$ cat src/rtl/instr_fetch.sv
// Instruction fetch: PC, credit-limited memory requests,
// prefetch FIFO toward decode, redirect flush with stale-response discard.
module instr_fetch #(
  parameter logic [31:0] RESET_PC = 32'h0000_0000,
  parameter int          DEPTH    = 2
) (
  input  logic        clk,
  input  logic        reset,
  input  logic        redirect,
  input  logic [31:0] redirect_pc,
  output logic        mem_req,
  output logic [31:0] mem_addr,
  input  logic        mem_gnt,
  input  logic        mem_rvalid,
  input  logic [31:0] mem_rdata,
  output logic        instr_valid,
  output logic [31:0] instr,
  output logic [31:0] instr_pc,
  input  logic        instr_ready
);

  localparam int AW = $clog2(DEPTH);
  localparam int CW = $clog2(DEPTH) + 1;

  logic [31:0]   r_fetch_pc;
  logic [31:0]   r_resp_pc;
  logic [31:0]   r_data [DEPTH];
  logic [31:0]   r_pc   [DEPTH];
  logic [AW-1:0] r_rd_ptr;
  logic [AW-1:0] r_wr_ptr;
  logic [CW-1:0] r_count;
  logic [CW-1:0] r_outst;
  logic [CW-1:0] r_discard;

  logic          w_pop;
  logic          w_push;
  logic          w_drop;
  logic          w_gnt;
  logic [CW:0]   w_inflight;
  logic [CW-1:0] w_out_nxt;

  assign instr_valid = (r_count != '0);
  assign instr       = r_data[r_rd_ptr];
  assign instr_pc    = r_pc[r_rd_ptr];
  assign mem_addr    = r_fetch_pc;

  assign w_pop = instr_valid && instr_ready;

  // A head leaving this cycle frees its slot, keeping one fetch per cycle.
  assign w_inflight = {1'b0, r_outst} + {1'b0, r_count}
                    - {{CW{1'b0}}, w_pop};

  assign mem_req = reset && !redirect
                && (w_inflight < (CW+1)'(DEPTH));

  assign w_gnt  = mem_req && mem_gnt;
  assign w_drop = mem_rvalid && (r_discard != '0);
  assign w_push = mem_rvalid && (r_discard == '0) && !redirect;

  assign w_out_nxt = r_outst + CW'(w_gnt) - CW'(mem_rvalid);

  always_ff @(posedge clk) begin
    if (!reset) begin
      r_fetch_pc <= RESET_PC;
      r_resp_pc  <= RESET_PC;
      r_rd_ptr   <= '0;
      r_wr_ptr   <= '0;
      r_count    <= '0;
      r_outst    <= '0;
      r_discard  <= '0;
      for (int i = 0; i < DEPTH; i++) begin
        r_data[i] <= '0;
        r_pc[i]   <= RESET_PC;
      end
    end else begin
      r_outst <= w_out_nxt;
      if (redirect) begin
        r_fetch_pc <= {redirect_pc[31:2], 2'b00};
        r_resp_pc  <= {redirect_pc[31:2], 2'b00};
        r_rd_ptr   <= '0;
        r_wr_ptr   <= '0;
        r_count    <= '0;
        r_discard  <= w_out_nxt;
      end else begin
        if (w_gnt) begin
          r_fetch_pc <= r_fetch_pc + 32'd4;
        end
        if (w_drop) begin
          r_discard <= r_discard - CW'(1);
        end
        if (w_push) begin
          r_data[r_wr_ptr] <= mem_rdata;
          r_pc[r_wr_ptr]   <= r_resp_pc;
          r_wr_ptr         <= r_wr_ptr + AW'(1);
          r_resp_pc        <= r_resp_pc + 32'd4;
        end
        if (w_pop) begin
          r_rd_ptr <= r_rd_ptr + AW'(1);
        end
        r_count <= r_count + CW'(w_push) - CW'(w_pop);
      end
    end
  end

endmodule

$ cat config.mk
export PLATFORM = sky130hd
export DESIGN_NAME = instr_fetch
export DESIGN_NICKNAME = d
export VERILOG_FILES = /design/src/rtl/instr_fetch.sv
export SDC_FILE = /design/constraint.sdc
export NUM_CORES = 1
export LEC_CHECK = 0
export CELL_PAD_IN_SITES_DETAIL_PLACEMENT = 2
export CELL_PAD_IN_SITES_GLOBAL_PLACEMENT = 2
export CORE_ASPECT_RATIO = 0.75
export CORE_MARGIN = 2
export CORE_UTILIZATION = 37
export CTS_CLUSTER_SIZE = 10
export DETAILED_ROUTE_END_ITERATION = 16
export PLACE_DENSITY_LB_ADDON = 0.1
export SETUP_SLACK_MARGIN = 0.15
export SLEW_MARGIN = 30
export SYNTH_ARGS = -nofsm -noshare
export SYNTH_HDL_FRONTEND = slang
export SYNTH_SLANG_ARGS = --single-unit
$ cat constraint.sdc
create_clock -name clk -period 10.3 [get_ports clk]
set_input_delay 1.03 -clock clk [delete_from_list [all_inputs] [get_ports clk]]
set_output_delay 1.03 -clock clk [all_outputs]
set_load 0.03 [all_outputs]
==> Word level (Yosys, flattened, before mapping) <==
Memories as Yosys holds them, arrays and structs flattened. A register that Yosys moved wholly into a read port is not among the register bits.
Cells that the tools add are included.
{ "classes": {"n_addsub": 11, "order_cmp": 1, "mux": 21, "bitwise_logic": 1, "n_reduce_logical": 17} }
{ "op_table": {"columns": ["cell", "count"], "rows": [
  ["32-bit 2-to-1 mux", 6],
  ["32-bit by 3-bit adder with 32-bit output, second input constant", 2],
  ["32-bit OR reduction", 2],
  ["1-bit 2-to-1 mux", 13],
  ["2-bit nonzero test", 5],
  ["1-bit logical AND", 7],
  ["2-bit by 1-bit adder with 2-bit output", 2],
  ["2-bit 2-to-1 mux", 2],
  ["2-bit by 1-bit subtractor with 2-bit output", 2],
  ["2-bit by 2-bit adder with 3-bit output", 1],
  ["3-bit by 2-bit < comparator with 1-bit output, second input constant", 1],
  ["3-bit by 1-bit subtractor with 3-bit output", 1],
  ["1-bit adder, second input constant", 2],
  ["2-bit logical NOT", 1],
  ["2-bit OR reduction", 1],
  ["2-bit by 1-bit subtractor with 2-bit output, second input constant", 1],
  ["1-bit logical NOT", 1],
  ["1-bit NOT", 1]
]} }
{ "totals": {"ff_bits": 72, "mem_bits_rw": 128, "inputBits": 70, "n_memories": 2} }
{ "memory_table": {"columns": ["name", "depth", "width", "read_ports", "rd_clocked_by_memory_dff", "write_ports", "line", "source"], "rows": [
  ["r_data", 2, 32, 1, 1, 2, "27", "logic [31:0] r_data [DEPTH];"],
  ["r_pc", 2, 32, 1, 1, 2, "28", "logic [31:0] r_pc [DEPTH];"]
]} }

==> Logic depth before layout (Yosys ltp) <==
{ "depth": {"depth_word": 9, "mapped_depth": 16, "depth_no_buf": 14} }

==> Worst setup path after synthesis <==
OpenSTA, ideal clock, no wires.
{ "synth_timing": {"path_kind": "in2reg", "start": "input port reset", "end": "memory r_data[1][0] (enable)", "setup_ns": 0.568, "arrival_ns": 6.058, "t_required_ns": 9.732, "path_slack_ns": 3.674, "stages": 6, "cell_sequence": "buf_2 > inv_1 > nor2_1 > nand3_1 > clkbuf_8 > o21ai_0"} }
{ "synth_rtl": {"columns": ["item", "line", "source"], "rows": [
  ["from (decl)", "8", "input logic reset,"],
  ["to (decl)", "27", null]
]} }

==> Worst setup path after layout <==
{ "layout_timing": {"start": "input port instr_ready", "end": "output port mem_req"} }
{ "layout_between": {"elab_chain_len": 4} }
{ "layout_rtl": {"columns": ["item", "line", "source"], "rows": [
  ["from (decl)", "19", "input logic instr_ready"],
  ["1-bit logical AND", "47", "assign w_pop = instr_valid && instr_ready;"],
  ["3-bit by 1-bit subtractor with 3-bit output", "51", "- {{CW{1'b0}}, w_pop};"],
  ["3-bit by 2-bit < comparator with 1-bit output", "54", "&& (w_inflight < (CW+1)'(DEPTH));"],
  ["1-bit logical AND", "54", null],
  ["to (decl)", "11", "output logic mem_req,"]
]} }
No other way between the ends.

==> flow_metrics.tcl <==
set metrics [dict create \
    p_leak_nw 4.17 \
    start_util_pct 38.0 \
    synth_xor_area_share_pct 4.95 \
    crit_required_ns 9.27 \
    synth-compound-area-share_pct 8.47 \
    grt_max_degree 63 \
    dp_hpwl_mm 19.9 \
    maxCapViolations 0 \
    die-area_mm2 0.0262 \
    synth_top_family_by_area "simple AND/OR/NAND/NOR gates" \
    syn_area_mm2 0.00920 \
    finalCritPeriodShare_pct 44.0 \
    async_flop_share_pct 0 \
    cts.sinks 193 \
    cp-start-kind "primary input" \
    cp_max_fo 4 \
    end_kind "output port" \
    hold_viol 0 \
    yosysWarningCount 0 \
    netlist_instances 811 \
    cts_buffers 17 \
    power_per_cell_area_mw_per_mm2 162 \
    synth_top_area_cell "edfxtp_1" \
    die-height_um 141 \
    area_delta_synth_final_pct 28.0 \
    rr_startpoint "r_count[0]" \
    worstMarginPinSlew_ns 1.08 \
    synth_top_cell_area_share_pct 40.5 \
    synth_edf_count 124 \
    ys.flop_type "edfxtp_1" \
    grt_pass1_wl_mm 44.7 \
    rsz0062_at_grt "no" \
    crit_path_start "instr_ready" \
    min_period_ns 4.54 \
    root_buffer "clkbuf_16" \
    min_from "r_rd_ptr" \
    yosys.area_share.adder_pct 1.17 \
    drive_above_1_share_pct 12.7 \
    r2r_cells 14 \
    synth_area_leaders "edfxtp_1, dfxtp_1, and2_1" \
    synthSimpleGateAreaFrac_pct 18.3 \
    syn_avg_cell_area_um2 11.3 \
    routabilityCongestion 0.825 \
    drt_iter0_drc 405 \
    synth_seq_cells 193 \
    antenna_found_initial 0 \
    finClkSkew_ns 0.0262 \
    post_cts_buffers 0 \
    slew_headroom_pct 27.2 \
    track_usage_pct 22.6 \
    drtAntennaViolNets 0 \
    yosysSeqAreaShare_pct 55.5 \
    path_clk_slew_ns 0.07 \
    final.setup.worst_slack_ns 5.76 \
    postCtsHoldBufs 0 \
    arrival_ns 3.51 \
    port_buffers 161 \
    vias_per_cell 5.31 \
    antenna_cells 0 \
    tns_ns 0 \
    io_pins 168 \
    coreArea_mm2 0.0242 \
    dr.pass1.iters 4 \
    vias 6922 \
    row_count 49 \
    cts_max_level 4 \
    dpl_worst_slack_ns 5.78 \
    clockBufferDepth 2 \
    overflow 0 \
    peakVddDrop_mv 0.103 \
    outcome "finished, final reports clean" \
    wirelength_mm 28.5 \
    grt_pass1_vias 7460 \
    synth_cell_types 54 \
    tritoncts "built" \
    muxShareOfSynthArea_pct 8.24 \
    die_x_um 186 \
    hp-class "reg2reg" \
    drc 0 \
    setup_violations 0 \
    avgRoutedWirePerCell_um 21.9 \
    r2r_setup_slack_ns 6.86 \
    fmax_ghz 0.220 \
    critical_path.endpoint "mem_req" \
    final_max_slew_viol_count 0 \
    reg2reg_to "r_discard[1]" \
    critical_path_class "in2out" \
    layout.nets 1037 \
    cts_resized 0 \
    clock_latency_ns 0.45 \
]
-- registers in the layout (all words and copies together) (netlist names), named ones only --
| register | flops |
|---|---|
| r_discard | 2 |
| r_count | 2 |
| r_outst | 2 |
| r_pc | 60 |
| r_resp_pc | 30 |
| r_wr_ptr | 1 |
| r_rd_ptr | 1 |
| mem_addr | 30 |
| r_data | 64 |
-- cell usage after synthesis, drive strengths merged, types with 12 or more instances --
master and n:
edfxtp 124, and2 121, dfxtp 69, mux2 62
a21oi 42, clkbuf 37, nand2 36, nor2 32
xnor2 30, nand3 25, o21ai 25, nand4 22
nor3 22, xor2 22, o22ai 18, inv 17
a22oi 14, and3 14, buf 12
-- worst min path at each step --
stage | endpoint | depth (start not counted)
detailed placement | flip-flop | 2
finish | flip-flop | 2
CTS | flip-flop | 2
floorplan | flip-flop | 2
global placement | r_rd_ptr | 2
global route | r_rd_ptr | 2
-- critical path, stage by stage --
cell	delay (ns)
clkdlybuf4s50_1	0.54
xor2_1	0.16
nand2_1	0.08
fa_1	0.38
xor2_1	0.38
and3_1	0.25
clkdlybuf4s50_1	0.68
-- placed cells by master (no fill, tap or decap), types with 4 or more instances in the layout --
cell             netlist  routed
nor3_1                21      21
clkinv_2               0       4
edfxtp_1             124     124
clkbuf_16              0      17
conb_1                 1       4
dfxtp_1               69      68
inv_1                 17      16
mux2i_1                6       6
nand4_1               22      22
mux2_2                62      62
nand3_1               25      25
clkbuf_1              35       4
xnor2_1               30      30
and2_1               118     118
nor4_1                 9       9
buf_16                 0       4
a21oi_1               41      41
nand2_1               36      36
o21ai_0               25      24
a31oi_1                5       5
ha_1                   7       7
clkdlybuf4s50_1        0     161
nor2_1                32      30
a32oi_1                5       5
and3_1                12      12
buf_4                  5      11
a22oi_1               14      14
o22ai_1               18      18
xor2_1                22      22
-- stage by stage --
stage / instance area [µm²] / util [%] / power, mW / hold WS (ns) / std cells
floorplan: 9210 / - / 1.12 / 0.472 / 814
global placement: 11100 / 45.9 / 1.26 / 0.492 / 1267
detailed placement: 11200 / 46.3 / 1.28 / 0.494 / 1271
CTS: 11800 / 48.6 / 1.93 / 0.512 / 1303
global route: 11800 / 48.6 / 1.99 / 0.580 / 1303
finish: 11800 / 48.6 / 1.91 / 0.509 / 1303
-- kinds of logic after synthesis --
kind of cell,count (synthesis)
muxes,68
DFF,193
and+or+nand+nor,295
adders and majority gates,8
buffers and inverters,67
other,1
xor gates and xnor gates,52
AOI/OAI and AO/OA,127
-- layout make-up --
cell class / count / area [µm²]
Fill cell: 2414 / 12400
Sequential cell: 193 / 5110
Multi-Input combinational cell: 554 / 3840
Timing Repair Buffer: 176 / 1800
Clock buffer: 21 / 440
Tap cell: 331 / 414
Clock inverter: 11 / 115
Inverter: 17 / 63.8
-- routing by layer --
layer  track usage [%]  up-vias  wire length [µm]
li1                  -     3239                 -
met1              30.4     3557             13000
met2              38.1      111             14400
met3              4.45       15               856
met4              4.43        0               229
met5                 0        -                 0
-- power breakdown --
part           switching, mW  leakage [nW]  total (mW)  internal, mW
sequential            0.0410          1.86       0.919         0.878
clock                  0.294         0.264       0.649         0.356
combinational          0.202          2.05       0.345         0.144
Note: power is estimated with default switching activity, not from simulation.
